### src/rtl/frame_scan_reader_if.sv
// Frame scan reader bus: frame-buffer read port B, pixel FIFO
// write side, start pulse and status.
interface frame_scan_reader_if #(
    parameter int ADDR_W = 17,
    parameter int DATA_W = 24
);
    logic              start;
    logic              fb_rd_en;
    logic [ADDR_W-1:0] fb_addr;
    logic [DATA_W-1:0] fb_data;
    logic              fifo_full;
    logic              fifo_wr_en;
    logic [DATA_W-1:0] fifo_din;
    logic              frame_done;
    logic              busy;

    modport master (
        input  start,
        input  fb_data,
        input  fifo_full,
        output fb_rd_en,
        output fb_addr,
        output fifo_wr_en,
        output fifo_din,
        output frame_done,
        output busy
    );

    modport slave (
        output start,
        output fb_data,
        output fifo_full,
        input  fb_rd_en,
        input  fb_addr,
        input  fifo_wr_en,
        input  fifo_din,
        input  frame_done,
        input  busy
    );
endinterface

### src/rtl/frame_scan_reader.sv
// Frame-buffer scanner: reads a H_SRC x V_SRC frame in raster order
// and pushes each pixel twice, each line twice, into the pixel FIFO.
module frame_scan_reader #(
    parameter int H_SRC  = 320,
    parameter int V_SRC  = 240,
    parameter int ADDR_W = 17,
    parameter int DATA_W = 24
) (
    input  logic                  clk,
    input  logic                  rst_n,
    frame_scan_reader_if.master   bus
);
    localparam int COL_W = (H_SRC > 1) ? $clog2(H_SRC) : 1;
    localparam int ROW_W = (V_SRC > 1) ? $clog2(V_SRC) : 1;
    localparam logic [COL_W-1:0] COL_LAST = COL_W'(H_SRC - 1);
    localparam logic [ROW_W-1:0] ROW_LAST = ROW_W'(V_SRC - 1);
    localparam logic [ADDR_W-1:0] LINE_STEP = ADDR_W'(H_SRC);

    typedef enum logic [2:0] {
        IDLE,
        RD,
        LAT,
        WR0,
        WR1
    } state_t;

    state_t            state_q, state_d;
    logic [COL_W-1:0]  col_q, col_d;
    logic [ROW_W-1:0]  row_q, row_d;
    logic              rep_q, rep_d;
    logic [ADDR_W-1:0] line_base_q, line_base_d;
    logic [DATA_W-1:0] pix_reg_q, pix_reg_d;
    logic              rd_en_q, rd_en_d;
    logic              busy_q, busy_d;
    logic              push;
    logic              frame_end;

    // Next-state, counter stepping and push qualification.
    always_comb begin
        state_d     = state_q;
        col_d       = col_q;
        row_d       = row_q;
        rep_d       = rep_q;
        line_base_d = line_base_q;
        pix_reg_d   = pix_reg_q;
        frame_end   = 1'b0;
        push        = 1'b0;
        unique case (state_q)
            IDLE: begin
                if (bus.start) begin
                    state_d = RD;
                end
            end
            RD: begin
                state_d = LAT;
            end
            LAT: begin
                pix_reg_d = bus.fb_data;
                state_d   = WR0;
            end
            WR0: begin
                push = !bus.fifo_full;
                if (push) begin
                    state_d = WR1;
                end
            end
            WR1: begin
                push = !bus.fifo_full;
                if (push) begin
                    state_d = RD;
                    if (col_q != COL_LAST) begin
                        col_d = col_q + COL_W'(1);
                    end else begin
                        col_d = '0;
                        if (!rep_q) begin
                            rep_d = 1'b1;
                        end else if (row_q != ROW_LAST) begin
                            rep_d       = 1'b0;
                            row_d       = row_q + ROW_W'(1);
                            line_base_d = line_base_q + LINE_STEP;
                        end else begin
                            frame_end   = 1'b1;
                            rep_d       = 1'b0;
                            row_d       = '0;
                            line_base_d = '0;
                        end
                    end
                end
            end
            default: begin
                state_d = IDLE;
            end
        endcase
        rd_en_d = (state_d == RD);
        busy_d  = (state_d != IDLE);
    end

    // State, counters, pixel latch and registered strobes.
    always_ff @(posedge clk or negedge rst_n) begin
        if (!rst_n) begin
            state_q     <= IDLE;
            col_q       <= '0;
            row_q       <= '0;
            rep_q       <= 1'b0;
            line_base_q <= '0;
            pix_reg_q   <= '0;
            rd_en_q     <= 1'b0;
            busy_q      <= 1'b0;
        end else begin
            state_q     <= state_d;
            col_q       <= col_d;
            row_q       <= row_d;
            rep_q       <= rep_d;
            line_base_q <= line_base_d;
            pix_reg_q   <= pix_reg_d;
            rd_en_q     <= rd_en_d;
            busy_q      <= busy_d;
        end
    end

    // Output drive; push and frame_done follow fifo_full directly.
    always_comb begin
        bus.fb_rd_en   = rd_en_q;
        bus.fb_addr    = line_base_q + ADDR_W'(col_q);
        bus.fifo_wr_en = push;
        bus.fifo_din   = pix_reg_q;
        bus.frame_done = frame_end;
        bus.busy       = busy_q;
    end
endmodule

### src/flat_wrapper.sv
// flat-port wrapper written by rule: the top's interface ports become plain ports
module frame_scan_reader_flat 
#(
    parameter int H_SRC  = 320,
    parameter int V_SRC  = 240,
    parameter int ADDR_W = 17,
    parameter int DATA_W = 24
)
  (clk, rst_n, bus_start, bus_fb_data, bus_fifo_full, bus_fb_rd_en, bus_fb_addr, bus_fifo_wr_en, bus_fifo_din, bus_frame_done, bus_busy);
  frame_scan_reader_if #(.ADDR_W(ADDR_W), .DATA_W(DATA_W)) bus_i ();
  input  logic clk;
  input  logic rst_n;
  input wire logic [$bits(bus_i.start)-1:0] bus_start;
  input wire logic [$bits(bus_i.fb_data)-1:0] bus_fb_data;
  input wire logic [$bits(bus_i.fifo_full)-1:0] bus_fifo_full;
  output wire logic [$bits(bus_i.fb_rd_en)-1:0] bus_fb_rd_en;
  output wire logic [$bits(bus_i.fb_addr)-1:0] bus_fb_addr;
  output wire logic [$bits(bus_i.fifo_wr_en)-1:0] bus_fifo_wr_en;
  output wire logic [$bits(bus_i.fifo_din)-1:0] bus_fifo_din;
  output wire logic [$bits(bus_i.frame_done)-1:0] bus_frame_done;
  output wire logic [$bits(bus_i.busy)-1:0] bus_busy;
  assign bus_i.start = bus_start;
  assign bus_i.fb_data = bus_fb_data;
  assign bus_i.fifo_full = bus_fifo_full;
  assign bus_fb_rd_en = bus_i.fb_rd_en;
  assign bus_fb_addr = bus_i.fb_addr;
  assign bus_fifo_wr_en = bus_i.fifo_wr_en;
  assign bus_fifo_din = bus_i.fifo_din;
  assign bus_frame_done = bus_i.frame_done;
  assign bus_busy = bus_i.busy;
  frame_scan_reader #(.H_SRC(H_SRC), .V_SRC(V_SRC), .ADDR_W(ADDR_W), .DATA_W(DATA_W)) u_core (.clk(clk), .rst_n(rst_n), .bus(bus_i));
endmodule
### config.mk
export PLATFORM = sky130hd
export DESIGN_NAME = frame_scan_reader_flat
export DESIGN_NICKNAME = d
export VERILOG_FILES = /design/src/rtl/frame_scan_reader_if.sv /design/src/rtl/frame_scan_reader.sv /design/src/flat_wrapper.sv
export SDC_FILE = /design/constraint.sdc
export NUM_CORES = 1
export LEC_CHECK = 0
export CAP_MARGIN = 20
export CORE_UTILIZATION = 53
export DETAILED_ROUTE_END_ITERATION = 8
export GPL_TIMING_DRIVEN = 0
export PLACE_DENSITY_LB_ADDON = 0.15
export SKIP_CTS_REPAIR_TIMING = 1
export SYNTH_ARGS = -nofsm -noshare
export SYNTH_HDL_FRONTEND = slang
export SYNTH_SLANG_ARGS = --single-unit
### constraint.sdc
create_clock -name clk -period 4.3 [get_ports clk]
set_input_delay 0.86 -clock clk [delete_from_list [all_inputs] [get_ports clk]]
set_output_delay 0.86 -clock clk [all_outputs]
set_load 0.02 [all_outputs]
==> impl_results.md <==
* Status: complete, no violations
* Area Growth Syn to Fin at 35.05%
* Final Hold Fails at 0
* Critical Path Source Type: primary input
* Power Dens Cells at 538.7 nW/um2
* Post-route cell area at 3837 um2
* Mapped Nets at 299
* Nets at 383
* CP required at 3.44 ns
* Initial Util at 55.28%
* Tot GR Track Use at 24.59%
* Share of cells above drive strength 1 at 15.01%
* Count of cell types in the netlist at 41
* H-tree Lvls at 3
* Global placer's final weighted congestion at 0.7732
* Slew @ Worst Pin at 0.8441 ns
* Detail Placement HPWL at 4351 um
* Unrepaired setup endpoints after global routing: no
* Period utilization at 95.92%
* Crit path kind: in -> out
* Max-slew headroom at 43.29%
* Final min period at 4.124 ns
* CP max-delay cell: or4b_1
* Critical Path Fanout Max at 10
* Clock transition at path regs at 0.06 ns
* TritonCTS Buffers at 9
* Die area at 5658 um2
* Wirelength per Cell at 14.75 um
* Syn avg cell area at 10.72 um2
* Setup TNS at 0 ns
* Residual DRC at 0
* Worst reg-to-reg setup slack at 1.88 ns
* EDFF count, synth at 0
* Die Height at 75.22 um
* Antenna viol nets, final at 0
* Sinks on Clock Net at 58
* Via count at 2310
* First-pass GRT wire length at 10100 um
* Post-layout worst setup margin at 0.1755 ns
* # diodes at 0
* Place WS at -0.1911 ns
* Bufs on Longest Clock Path at 2
* MaxCap Viol Count at 0
* Drt total wl at 6239 um
* Num rows at 26
* CTS tree: yes
* CP max stage delay at 0.53 ns
* Worst Hold Class: reg -> reg
* Highest clock rate at 0.2425 GHz
* Vias in the first global route at 2263
* Ys async rst share at 100.0%
* Vias per cell at 5.461
* Final setup skew at 0.005485 ns
* Initial antenna violation count at 0
* Clk Latency, worst-skew pair at 0.34 ns
* Core area at 5140 um2
* Yosys warns at 0
* Maximum VDD drop at 0.4772 mV
* Chip width at 75.22 um
* Final setup violation count at 0
* Placed inst area at 3665 um2
* Worst-path cell chain: clkdlybuf4s50_1, or4b_1, buf_2, or4_1, buf_2, buf_2, nor2_1, dlymetal6s2s_1
* Syn Inst Count at 265
* Final Slew Violations at 0
* Syn Std Cell Area at 2841 um2
* WP data arrival at 3.26 ns
* Seq cells post-synth at 58
* Number of port buffers at 72
* Leak pwr at 1.639 nW
* Grt total ovfl at 0
* CP Buf/Inv Count at 5
* Crit. End Element: output port
* Most numerous cell on the critical path: buf_2
* CP top delay family: buffers and inverters
* DR pass1 iterations at 4
* Post-synthesis sequential area ratio at 51.08%
* I/O pins at 73
* Root buffer cell: clkbuf_8
* Predominant post-synthesis flop cell: dfrtp_1
* Largest net degree at the start of global routing at 35
* Initial DRC Count at 174
## kinds of logic (layout without fill, tap and decap cells)
family	count (synthesis)	after routing	synth area share (%)
AND/OR/NAND/NOR	73	73	13.78
flip-flops	58	58	51.08
multiplexers	28	28	10.96
buffers and inverters	31	119	4.668
AO/OA/AOI/OAI	52	52	11.62
adder cells (fa/ha/maj)	6	6	2.642
XOR/XNOR	17	17	5.240
## cell usage in the layout (no fill, tap or decap), drive strengths merged, types with 2 or more instances in the layout
master and instances:
and3 2, a21boi 4, nand2 16, ha 6, or3 3, nor2b 4, mux2i 3, o22ai 3
clkdlybuf4s50 70, xor2 7, nor2 10, o31ai 5, nand4 7, mux2 25, dfrtp 58, xnor2 10
buf 9, or2 3, and4 3, o21ai 20, inv 10, nand3 11, nor3 5, clkbuf 26
a21o 2, clkinv 3, nand2b 3, a22oi 5, a21oi 8
## state kept, by name, summed over array words and instances, names as in the netlist
name                 flops
u_core.line_base_q      11
u_core.bus.fifo_din     24
u_core.row_q             8
u_core.col_q             9
u_core.state_q           3
u_core.bus.busy          1
u_core.rep_q             1
u_core.bus.fb_rd_en      1
## worst paths after layout
kind | startpoint | to | depth (start not counted)
setup / recovery | bus_fifo_full | bus_frame_done | 8
hold / removal | u_core.rep_q | u_core.rep_q | 1
setup reg to reg | u_core.state_q[1] | u_core.line_base_q[12] | 7
hold reg to reg | u_core.rep_q | u_core.rep_q | 1
max in group asynchronous | rst_n | u_core.col_q[5] | 2
min in group asynchronous | rst_n | u_core.bus.fifo_din[5] | 1
## synthesized netlist by cell type, types with 2 or more instances
master / count / area share [%]
nor3_1: 5 / 0.88
nand4_1: 7 / 1.5
dfrtp_1: 58 / 51
mux2_2: 25 / 9.9
a21boi_0: 4 / 1.1
and3_1: 2 / 0.44
clkbuf_1: 14 / 1.8
or3_1: 3 / 0.66
o21ai_0: 17 / 3.0
a21oi_1: 8 / 1.4
and4_1: 3 / 0.92
nand3_1: 11 / 1.9
nand2_1: 16 / 2.1
ha_1: 6 / 2.6
buf_2: 4 / 0.70
nor2b_1: 4 / 0.88
a22oi_1: 4 / 1.1
o22ai_1: 3 / 0.66
or2_2: 3 / 0.66
buf_4: 3 / 0.79
inv_1: 10 / 1.3
o31ai_1: 5 / 1.3
nor2_1: 10 / 1.3
xnor2_1: 10 / 3.1
a21o_1: 2 / 0.53
mux2i_1: 3 / 1.1
o21ai_1: 3 / 0.53
xor2_1: 7 / 2.2
nand2b_1: 3 / 0.66
## cell type report
| type | instances | area, um2 |
|---|---|---|
| fill | 376 | 1303 |
| buffer | 21 | 95.09 |
| inverter | 10 | 37.54 |
| clock buffer | 12 | 155.1 |
| tap | 70 | 87.58 |
| sequential | 58 | 1451 |
| clock inverter | 3 | 15.01 |
| multi-input combinational | 176 | 1257 |
| timing repair buffer | 73 | 738.2 |
## power by group
part           total (W)  internal (W)  switching, W
Sequential      0.000783      0.000694     0.0000883
Combinational   0.000838      0.000453      0.000385
Clock           0.000446      0.000234      0.000212
## through the flow
step	cells	hold WS (ns)	power, W	util, %
2_1_floorplan	265	0.4420	0.001254	-
3_3_place_gp	407	0.4566	0.001605	71.01
3_5_place_dp	408	0.4608	0.001639	71.30
4_1_cts	423	0.4707	0.002091	74.61
5_1_grt	423	0.4955	0.002169	74.66
6_report	423	0.4707	0.002067	74.66
## layer usage
layer / track usage, % / vias to the layer above / share of wire, %
met1: 28.73 / 1134 / 42
li1: - / 1105 / -
met2: 42.14 / 58 / 52
met3: 5.489 / 13 / 4.3
met5: 0 / - / 0
met4: 13.58 / 0 / 1.7
(Power assumes the default switching activity.)
